--- config.mk ---
export PLATFORM = sky130hd
export DESIGN_NAME = cnn_layer_seq
export DESIGN_NICKNAME = d
export VERILOG_FILES = /design/src/rtl/cnn_seq_pkg.sv /design/src/rtl/cnn_seq_wdog.sv /design/src/rtl/cnn_layer_seq.sv
export SDC_FILE = /design/constraint.sdc
export NUM_CORES = 1
export LEC_CHECK = 0
export ABC_AREA = 1
export CAP_MARGIN = 20
export CORE_UTILIZATION = 40
export CTS_CLUSTER_SIZE = 10
export DETAILED_ROUTE_END_ITERATION = 8
export PLACE_DENSITY = 0.72
export SYNTH_ARGS = -nofsm -noshare
export SYNTH_HDL_FRONTEND = slang
export SYNTH_SLANG_ARGS = --single-unit
--- constraint.sdc ---
create_clock -name iClk -period 3.6 [get_ports iClk]
set_input_delay 0.54 -clock iClk [delete_from_list [all_inputs] [get_ports iClk]]
set_output_delay 0.54 -clock iClk [all_outputs]
set_load 0.05 [all_outputs]
--- src/rtl/cnn_seq_pkg.sv ---
// Shared definitions for the CNN layer sequencer: the 4-bit state encoding,
// default loop/watchdog settings and a small state classification helper.
package cnn_seq_pkg;

    localparam int DEF_NUM_CH = 3;
    localparam int DEF_TO_CYC = 50000;

    typedef enum logic [3:0] {
        S_IDLE        = 4'd0,
        S_ST_CNN      = 4'd1,
        S_IBUF_RD     = 4'd2,
        S_CONVOL      = 4'd3,
        S_LST_OBUF_WR = 4'd4,
        S_ST_LCDIF    = 4'd5,
        S_LCDIF       = 4'd6,
        S_CNN_DONE    = 4'd7,
        S_NEXT_CH     = 4'd8,
        S_ERROR       = 4'd9
    } state_t;

    // States that wait on an engine's done input and are therefore watched.
    function automatic logic is_wait_state(input state_t s);
        return (s == S_IBUF_RD) || (s == S_CONVOL) || (s == S_LCDIF);
    endfunction

endpackage

--- src/rtl/cnn_seq_wdog.sv ---
// Per-phase watchdog counter for the CNN layer sequencer. Only instantiated
// when CNN_LAYER_SEQ_TIMEOUT_EN is defined. The count restarts on "clear"
// and advances on "count"; wExpire flags the last permitted cycle.
module cnn_seq_wdog #(
    parameter int TO_W   = 16,
    parameter int TO_CYC = 50000
) (
    input  logic iClk,
    input  logic wRsn,
    input  logic wEnClk,
    input  logic clear,
    input  logic count,
    output logic wExpire
);

    localparam logic [TO_W-1:0] LAST_CNT = TO_W'(TO_CYC - 1);

    logic [TO_W-1:0] cnt;

    // Counter: cleared on entry to a watched phase, advances each enabled cycle in it.
    always_ff @(posedge iClk or negedge wRsn) begin
        if (!wRsn) begin
            cnt <= '0;
        end else if (wEnClk) begin
            if (clear) begin
                cnt <= '0;
            end else if (count) begin
                cnt <= cnt + 1'b1;
            end
        end
    end

    assign wExpire = (cnt == LAST_CNT);

endmodule

--- src/rtl/cnn_layer_seq.sv ---
// Top-level CNN layer sequencer: loops IBuf read -> convolution -> output
// buffer write over NUM_CH channels, then runs the LCD transfer.
// Optional per-phase watchdog under CNN_LAYER_SEQ_TIMEOUT_EN; without it the
// ERROR state is unreachable and wErr is tied low.
//
// Start/done handshake: each start strobe is a level that stays high for as
// long as its state is held (one cycle with wEnClk tied high). Done inputs are
// sampled only on enabled edges and only in the state waiting for them; a done
// arriving in any other state is ignored.
module cnn_layer_seq
    import cnn_seq_pkg::*;
#(
    parameter int NUM_CH = DEF_NUM_CH,
    parameter int CH_W   = 2,
    parameter int TO_W   = 16,
    parameter int TO_CYC = DEF_TO_CYC
) (
    input  logic            iClk,
    input  logic            wRsn,
    input  logic            wEnClk,
    input  logic            wEnStart,
    input  logic            wAbort,
    input  logic            wIBufRdDone,
    input  logic            wConvolDone,
    input  logic            wLcdIfDone,
    output logic            wStCnn,
    output logic            wStCh,
    output logic            wStLcdIf,
    output logic            wBusy,
    output logic            wDone,
    output logic            wErr,
    output logic [CH_W-1:0] rChIdx,
    output logic [3:0]      rM_CurState
);

    localparam logic [CH_W-1:0] LAST_CH = CH_W'(NUM_CH - 1);

    // Elaboration-time guard on the watchdog range; an illegal setting leaves
    // a named marker block in the hierarchy.
    if ((TO_CYC < 2) || (TO_W < 2)) begin : g_bad_to_cfg
    end

    state_t          state;
    state_t          next_state;
    logic [CH_W-1:0] ch_idx;
    logic [CH_W-1:0] next_ch;
    logic            wait_done;
    logic            timeout;

    // Done input that the current state is waiting on (0 elsewhere).
    always_comb begin
        wait_done = 1'b0;
        case (state)
            S_IBUF_RD: wait_done = wIBufRdDone;
            S_CONVOL:  wait_done = wConvolDone;
            S_LCDIF:   wait_done = wLcdIfDone;
            default:   wait_done = 1'b0;
        endcase
    end

`ifdef CNN_LAYER_SEQ_TIMEOUT_EN
    logic wdog_clear;
    logic wdog_count;
    logic wdog_expire;

    assign wdog_clear = (next_state != state) && is_wait_state(next_state);
    assign wdog_count = is_wait_state(state);

    cnn_seq_wdog #(
        .TO_W   (TO_W),
        .TO_CYC (TO_CYC)
    ) u_wdog (
        .iClk    (iClk),
        .wRsn    (wRsn),
        .wEnClk  (wEnClk),
        .clear   (wdog_clear),
        .count   (wdog_count),
        .wExpire (wdog_expire)
    );

    // Done wins over an expiry landing on the same cycle.
    assign timeout = wdog_expire && !wait_done;
`else
    assign timeout = 1'b0;
`endif

    // State and channel registers; all updates are gated through next_state/next_ch.
    always_ff @(posedge iClk or negedge wRsn) begin
        if (!wRsn) begin
            state  <= S_IDLE;
            ch_idx <= '0;
        end else begin
            state  <= next_state;
            ch_idx <= next_ch;
        end
    end

    // Next-state and channel logic; abort outranks everything outside IDLE.
    always_comb begin
        next_state = state;
        next_ch    = ch_idx;
        if (wEnClk) begin
            if (wAbort && (state != S_IDLE)) begin
                next_state = S_IDLE;
                next_ch    = '0;
            end else begin
                case (state)
                    S_IDLE: begin
                        if (wEnStart) begin
                            next_state = S_ST_CNN;
                            next_ch    = '0;
                        end
                    end
                    S_ST_CNN: begin
                        next_state = S_IBUF_RD;
                    end
                    S_IBUF_RD: begin
                        if (wait_done) begin
                            next_state = S_CONVOL;
                        end else if (timeout) begin
                            next_state = S_ERROR;
                        end
                    end
                    S_CONVOL: begin
                        if (wait_done) begin
                            next_state = S_LST_OBUF_WR;
                        end else if (timeout) begin
                            next_state = S_ERROR;
                        end
                    end
                    S_LST_OBUF_WR: begin
                        // ch_idx never passes LAST_CH, so inequality means "more channels".
                        if (ch_idx != LAST_CH) begin
                            next_state = S_NEXT_CH;
                        end else begin
                            next_state = S_ST_LCDIF;
                        end
                    end
                    S_NEXT_CH: begin
                        next_state = S_IBUF_RD;
                        next_ch    = ch_idx + 1'b1;
                    end
                    S_ST_LCDIF: begin
                        next_state = S_LCDIF;
                    end
                    S_LCDIF: begin
                        if (wait_done) begin
                            next_state = S_CNN_DONE;
                        end else if (timeout) begin
                            next_state = S_ERROR;
                        end
                    end
                    S_CNN_DONE: begin
                        next_state = S_IDLE;
                        next_ch    = '0;
                    end
                    S_ERROR: begin
                        next_state = S_ERROR;
                    end
                    default: begin
                        next_state = S_IDLE;
                        next_ch    = '0;
                    end
                endcase
            end
        end
    end

    // Output decode, purely from the current state.
    always_comb begin
        wStCnn   = (state == S_ST_CNN);
        wStCh    = (state == S_ST_CNN) || (state == S_NEXT_CH);
        wStLcdIf = (state == S_ST_LCDIF);
        wBusy    = (state != S_IDLE);
        wDone    = (state == S_CNN_DONE);
`ifdef CNN_LAYER_SEQ_TIMEOUT_EN
        wErr     = (state == S_ERROR);
`else
        wErr     = 1'b0;
`endif
    end

    assign rChIdx      = ch_idx;
    assign rM_CurState = state;

endmodule

### Word-level counts from Yosys, hierarchy flattened

Index checks and enable logic that the tools add are counted.
Widths: inputs -> output; s select.

| storage, ports and cells | value |
|---|---|
| register bits | 6 |
| input port bits | 8 |
| output and inout port bits | 12 |
| word-level logic and storage cells | 37 |

| cells by class | value |
|---|---|
| add/subtract/negate cells | 1 |
| equality and inequality tests | 15 |
| multiplexer cells | 11 |
| reduce and logical (&&, ||, !) cells | 8 |

Operators with widths:

| kind | count |
|---|---|
| $pmux 4 s8 | 1 |
| $mux 4 | 6 |
| $eq 4x3->1 const B | 4 |
| $ne 3x3->1 const B | 4 |
| $eq 4x2->1 const B | 2 |
| $eq 4x4->1 const B | 2 |
| $reduce_or 7->1 | 1 |
| $pmux 2 s3 | 1 |
| $reduce_and 5->1 | 1 |
| $eq 4x1->1 const B | 1 |
| $logic_not 4->1 | 1 |
| $mux 2 | 2 |
| $reduce_bool 4->1 | 1 |
| $pmux 1 s3 | 1 |
| $reduce_and 3->1 | 1 |
| $add 2x1->2 const B | 1 |
| $ne 2x1->1 const B | 1 |
| $ne 2x2->1 const B | 1 |
| $reduce_or 2->1 | 1 |
| $logic_and 1x1->1 | 1 |
| $logic_or 1x1->1 | 1 |

### Depth between registers and ports, before layout

Gate-level depths: netlist (run 1).

| depth | value |
|---|---|
| depth after elaboration | 5 |
| depth in mapped cells | 10 |
| mapped depth without buffers | 10 |

### Worst setup path before layout (run 1)

No wires, ideal clock.

| timing path | value |
|---|---|
| path type | flip-flop to output port |
| start | register state[2], in the netlist rM_CurState[2] |
| end | output port wDone |
| data arrival time | 1.912 ns |
| data required time | 3.060 ns |
| setup slack | 1.148 ns |
| cell stages (with the launch flop) | 3 |
| buffers on the path | 0 |
| cells stage by stage | dfrtp_1 -> inv_2 -> nor3_1 |

| between the ends | value |
|---|---|
| longest elaborated chain between the ends | 1 |

RTL lines:

| what | RTL line | text |
|---|---|---|
| from (decl) | cnn_layer_seq.sv:43 | `state_t state;` |
| from (signal assigned) | cnn_layer_seq.sv:93 | `state <= next_state;` |
| $eq 4x3->1 | cnn_layer_seq.sv:175 | `wDone = (state == S_CNN_DONE);` |
| to (decl) | cnn_layer_seq.sv:30 | `output logic wDone,` |

Every way passes these cells.

### Worst setup path in the final report (run 1)

| timing path | value |
|---|---|
| start | register state[1], in the netlist rM_CurState[1] |
| end | output port wStCh |

| between the ends | value |
|---|---|
| longest elaborated chain between the ends | 2 |
| elaborated cells on any way between the ends | 3 |
| those cells by class | 2 x eq/ne; 1 x reduce/logical |

RTL lines:

| what | RTL line | text |
|---|---|---|
| $eq 4x1->1 or $eq 4x4->1 (tied branches) | cnn_layer_seq.sv:172 | `wStCh = (state == S_ST_CNN) \|\| (state == S_NEXT_CH);` |
| $logic_or 1x1->1 * | cnn_layer_seq.sv:172 |  |
| to (decl) | cnn_layer_seq.sv:27 | `output logic wStCh,` |

Mark *: on every way between the ends. The rest lies on a longest branch, timed or not.

==> summary.txt, run 1 <==
drt pass-1 iters: 4
final setup fails: 0
hpwl dp: 1.08 mm
HP Class: register to register
Num CTS Buffers: 3
Sequential Power Share: 0.164
post-CTS sizing: 0
Rows: 13
# fillers: 127
fin util: 0.602
Syn Inst Count: 93
r2r worst-path depth: 7
Post-Syn Nets: 102
final instance area: 793 um^2
Max Cap Violations: 0
DR vias/cell: 4.71
setup_tns: 0 ns
combinational fraction of design power: 0.764
register bit total from synthesis: 6
Fmax achieved: 394 MHz
register area share after synthesis: 0.259
Final ANT Viol Nets: 0
initial core utilization: 0.440
Final Hold Viols: 0
fin nets: 124
Worst Path Required: 3.06 ns
Die X: 40.1 um
Initial DRC Count: 10
gp weighted congestion: 0.767
CTS root buf: clkbuf_4
P_sw: 0.490 mW
placed cell count: 125
maximum VDD drop: 0.594 mV
core area: 0.00132 mm^2
most frequent cells in the layout: nand2_1, clkdlybuf4s50_1, nand3_1
routed wire length: 1.29 mm
DRC: 0
clk sink count: 6
Syn-to-layout area delta: 36.9%
Pleak: 0.447 nW
switch share: 0.604
power per cell area: 1020 mW/mm^2
status: finished clean
Min Clock Period, post-route: 2.54 ns
Final Non-Filler Cells: 128
die height: 40.1 um
ANT cells: 0
H-Tree Depth: 1
Total Power: 0.811 mW
Data arrival, critical path: 2.00 ns
pin count of the biggest net entering global routing: 9
worst-path fanout max: 7
share of layout cells above drive strength 1: 0.168
hold path depth: 2
wire length of the first global-routing pass: 1.96 mm
DR WL/cell: 10.0 um
DR vias: 603
setup bufs post-CTS: 0
Post-DP Area: 771 um^2
most common cell after layout, fill and taps aside: nand2_1
TritonCTS clock tree: built
CTS hold repair buffers: 0
io pins: 20
Cell Int Power: 0.321 mW
port buffer count: 18
GRT overflow: 0
syn_area_per_cell: 6.23 um^2
Setup Skew: 0.00422 ns
YS warnings: 0
mapped cell area: 579 um^2
initial antenna violation count: 0
CP Capture Type: output pin
Clk pwr share: 0.072
Yosys cell types: 17
Clock Latency Late Sink: 0.24 ns
CTS clock-pin slew for the worst setup and hold paths: 0.04 ns
Final period util: 0.705
unrepaired setup endpoints after global routing: false
Final Max Tran Viols: 0
All-Layer GR Usage: 0.190
Setup CP Type: register to output pin
DIE AREA: 0.00160 mm^2
Worst setup SP type: register
vias in the first global route: 490
Clock Tree Buf Depth: 2
[final cells by class]
cell class | count | area, um^2 | area share
Multi-Input combinational cell | 72 | 369 | 0.465
Timing Repair Buffer | 18 | 180 | 0.227
Sequential cell | 6 | 150 | 0.189
Inverter | 14 | 52.6 | 0.0662
Clock buffer | 3 | 22.5 | 0.0284
Tap cell | 15 | 18.8 | 0.0237
[registers in the layout (all words and copies together), names as in the netlist]
signal	count
rM_CurState	4
rChIdx	2
[cells in the mapped netlist]
library cell	instances	area, um^2
o21ai_1	1	5.00
nand2_1	32	120
nor2_2	4	25.0
nand2_4	2	22.5
nor3_1	3	15.0
dfrtp_1	6	150
nand3_1	15	75.1
inv_1	11	41.3
nor2_1	5	18.8
buf_4	1	7.51
inv_2	3	11.3
ha_1	1	12.5
nand2_2	4	25.0
nand3b_1	1	7.51
nor2_4	2	22.5
o21ai_4	1	16.3
conb_1	1	3.75
[per-layer routing]
layer	wire length, um	share of wire	global-route usage
met5	0	0	0
met3	12	0.0093	0.0333
met2	593	0.46	0.282
met4	12	0.0093	0.129
met1	667	0.52	0.247
[kinds of logic (layout without fill, tap and decap cells)]
| kind of cell | count (synthesis) | count (layout) | synth area share |
|---|---|---|---|
| compound gates | 2 | 2 | 0.0367 |
| fa+ha+maj | 1 | 1 | 0.0216 |
| simple gates | 68 | 68 | 0.572 |
| buf+inv | 15 | 35 | 0.104 |
| other cells | 1 | 1 | 0.00647 |
| flops | 6 | 6 | 0.259 |
[power by group through the flow]
stage | sequential, mW | combinational (mW) | clock [mW]
2_1_floorplan | 0.202 | 0.390 | 0
3_3_place_gp | 0.130 | 0.619 | 0
3_5_place_dp | 0.133 | 0.620 | 0
4_1_cts | 0.132 | 0.621 | 0.0612
5_1_grt | 0.137 | 0.666 | 0.0681
6_report | 0.133 | 0.619 | 0.0587
[worst max-delay path: stages (launching register included)]
cell and delay, ns:
dfrtp_1 0.45, nor2_2 0.24, nand3_1 0.18, nand2_1 0.09, clkdlybuf4s50_1 0.79
[worst paths after layout]
path,from,endpoint,slack [ns]
setup reg to reg,rM_CurState[3]$_DFFE_PN0P_,rChIdx[1]$_DFFE_PN0P_,2.18
hold reg to reg,rChIdx[1]$_DFFE_PN0P_,rChIdx[1]$_DFFE_PN0P_,0.52
min in group asynchronous,wRsn,rM_CurState[2]$_DFFE_PN0P_,0.55
setup / recovery,rM_CurState[1]$_DFFE_PN0P_,wStCh,1.06
max in group asynchronous,wRsn,rChIdx[1]$_DFFE_PN0P_,2.83
hold / removal,rChIdx[1]$_DFFE_PN0P_,rChIdx[1]$_DFFE_PN0P_,0.52
[stage by stage]
step / setup slack (ns) / hold WS [ns]
after detailed placement: 1.31 / 0.519
final: 1.06 / 0.518
after global routing: 0.940 / 0.544
after global placement: 1.36 / 0.495
after floorplan: 1.15 / 0.244
after CTS: 1.05 / 0.528
(Power assumes the default switching activity.)
==> run 2: changes to the inputs <==
==> constraint.sdc (replaced) <==
create_clock -name iClk -period 2.5 [get_ports iClk]
set_input_delay 0.375 -clock iClk [delete_from_list [all_inputs] [get_ports iClk]]
set_output_delay 0.375 -clock iClk [all_outputs]
set_load 0.05 [all_outputs]
==> summary.txt, run 2 (synthesis results as in run 1) <==
die height: 40.1 um (unchanged)
Top delay family on crit path: buffers and inverters (unchanged)
crit-path cells: inv_2, nor2_2, nand2_1, inv_1, clkdlybuf4s50_1 (was nor2_2, nand3_1, nand2_1, clkdlybuf4s50_1)
Final period util: 0.913
Setup Skew: 0.00361 ns (was 0.00422 ns)
Hold Worst Slack: 0.385 ns (was 0.518 ns)
DR vias: 616 (was 603)
Final Max Tran Viols: 0 (unchanged)
maximum VDD drop: 0.827 mV (was 0.594 mV)
max reg flops: 4 (unchanged)
grt met1 use: 0.258 (was 0.247)
DRC: 0 (unchanged)
busiest grt layer: met2 (unchanged)
H-Tree Depth: 1 (unchanged)
dpl ws: 0.365 ns (was 1.31 ns)
clk sink count: 6 (unchanged)
Syn-to-layout area delta: 37.4% (was 36.9%)
crit path buf inv count: 3 (was 1)
hpwl dp: 1.10 mm (was 1.08 mm)
HP Class: input port to asynchronous set/reset pin (was register to register)
port buffer count: 18 (unchanged)
Setup WS post-layout: 0.217 ns (was 1.06 ns)
Pleak: 0.461 nW (was 0.447 nW)
Initial DRC Count: 13 (was 10)
Fmax achieved: 438 MHz
status: finished clean (unchanged)
power per cell area: 1470 mW/mm^2 (was 1020 mW/mm^2)
final setup fails: 0 (unchanged)
Clock Tree Buf Depth: 2 (unchanged)
GRT met3 Usage: 0.0333 (unchanged)
Setup CP Type: register to output pin (unchanged)
Max-slew headroom: 0.663
CP peak stage delay: 0.79 ns (about the same)
CTS root buf: clkbuf_4 (unchanged)
unrepaired setup endpoints after global routing: false (unchanged)
Crit-path slowest cell: clkdlybuf4s50_1 (unchanged)
most frequent cells in the layout: nand2_1, clkdlybuf4s50_1, nand3_1 (unchanged)
routed wire length: 1.30 mm (was 1.29 mm)
CTS clock-pin slew for the worst setup and hold paths: 0.04 ns (about the same)
Rows: 13 (unchanged)
share of layout cells above drive strength 1: 0.168 (unchanged)
Data arrival, critical path: 1.91 ns (was 2.00 ns)
Tightest Pin Transition: 0.504 ns
wire length of the first global-routing pass: 2.06 mm (was 1.96 mm)
initial antenna violation count: 0 (unchanged)
TritonCTS clock tree: built (unchanged)
fin nets: 124 (unchanged)
GRT overflow: 0 (unchanged)
All-Layer GR Usage: 0.194 (was 0.190)
io pins: 20 (unchanged)
Num CTS Buffers: 3 (unchanged)
worst-path fanout max: 5 (was 7)
Max Cap Violations: 0 (unchanged)
core area: 0.00132 mm^2 (unchanged)
met2 usage: 0.294 (was 0.282)
drt pass-1 iters: 4 (unchanged)
DR WL/cell: 10.2 um (was 10.0 um)
vias in the first global route: 502 (was 490)
pin count of the biggest net entering global routing: 9 (unchanged)
Final ANT Viol Nets: 0 (unchanged)
Min Clock Period, post-route: 2.28 ns
most common cell after layout, fill and taps aside: nand2_1 (unchanged)
initial core utilization: 0.440 (unchanged)
# fillers: 132 (was 127)
Clock Latency Late Sink: 0.24 ns (about the same)
Die X: 40.1 um (unchanged)
Worst Path Required: 2.12 ns (was 3.06 ns)
ANT cells: 0 (unchanged)
setup_tns: 0 ns (unchanged)
DIE AREA: 0.00160 mm^2 (unchanged)
DR vias/cell: 4.81 (was 4.71)
Worst setup SP type: register (unchanged)
Final Hold Viols: 0 (unchanged)
CP Capture Type: output pin (unchanged)
gp weighted congestion: 0.767 (unchanged)
## run 2: cell types whose count changed in the layout (fill, tap and decap cells not counted), sizes merged
cell           before  now
clkdlybuf4s50      18   17
dlymetal6s2s        0    1
## run 2: per-stage QoR
step,instances,total power [mW],utilization,area (um^2)
floorplan,93,0.852,-,579
global placement,125,1.08,0.585,771
detailed placement,125,1.09,0.585,771
CTS,128,1.18,0.602,793
global route,128,1.26,0.604,796
finish,128,1.17,0.604,796
## run 2: worst paths after layout
kind | end | startpoint | cells past startpoint | slack (ns)
worst max register to register | rM_CurState[0]$_DFFE_PN0P_ | rM_CurState[2]$_DFFE_PN0P_ | 9 | 1.10
min in group iClk | rChIdx[1]$_DFFE_PN0P_ | rChIdx[1]$_DFFE_PN0P_ | 2 | 0.52
max in group asynchronous | rChIdx[0]$_DFFE_PN0P_ | wRsn | 1 | 1.89
worst max-delay path | wStLcdIf | rM_CurState[2]$_DFFE_PN0P_ | 5 | 0.22
worst min register to register | rChIdx[1]$_DFFE_PN0P_ | rChIdx[1]$_DFFE_PN0P_ | 2 | 0.52
worst min-delay path | rM_CurState[2]$_DFFE_PN0P_ | wRsn | 1 | 0.38
## run 2: cell type report
cell class	instances	area [um^2]	area share
Multi-Input combinational cell	72	369	0.464
Timing Repair Buffer	18	183	0.230
Sequential cell	6	150	0.189
Inverter	14	52.6	0.0660
Clock buffer	3	22.5	0.0283
Tap cell	15	18.8	0.0236
## run 2: power breakdown
group,leakage [nW],switching [mW],total [mW],internal [mW]
Combinational,0.367,0.614,0.892,0.278
Sequential,0.0810,0.0622,0.191,0.129
Clock,0.0138,0.0293,0.0833,0.0539
## run 2: per-layer routing
metal,vias up,share of wire
li1,328,-
met1,276,0.50
met4,0,0
met2,12,0.48
met3,0,0.015
met5,-,0
## run 2: what timing repair did
item,in CTS,in global routing
buffers inserted,0,0
hold buffers,0,0
resized for setup,0,1
setup endpoints to repair,0,1
==> run 3: changes to the inputs <==
--- a/config.mk
+++ b/config.mk
@@ -11,6 +11,7 @@
 export CTS_CLUSTER_SIZE = 10
 export DETAILED_ROUTE_END_ITERATION = 8
 export PLACE_DENSITY = 0.72
+export SLEW_MARGIN = 20
 export SYNTH_ARGS = -nofsm -noshare
 export SYNTH_HDL_FRONTEND = slang
 export SYNTH_SLANG_ARGS = --single-unit
==> results of run 3 <==
Final layout, timing and power as in run 2 (identical DEF).
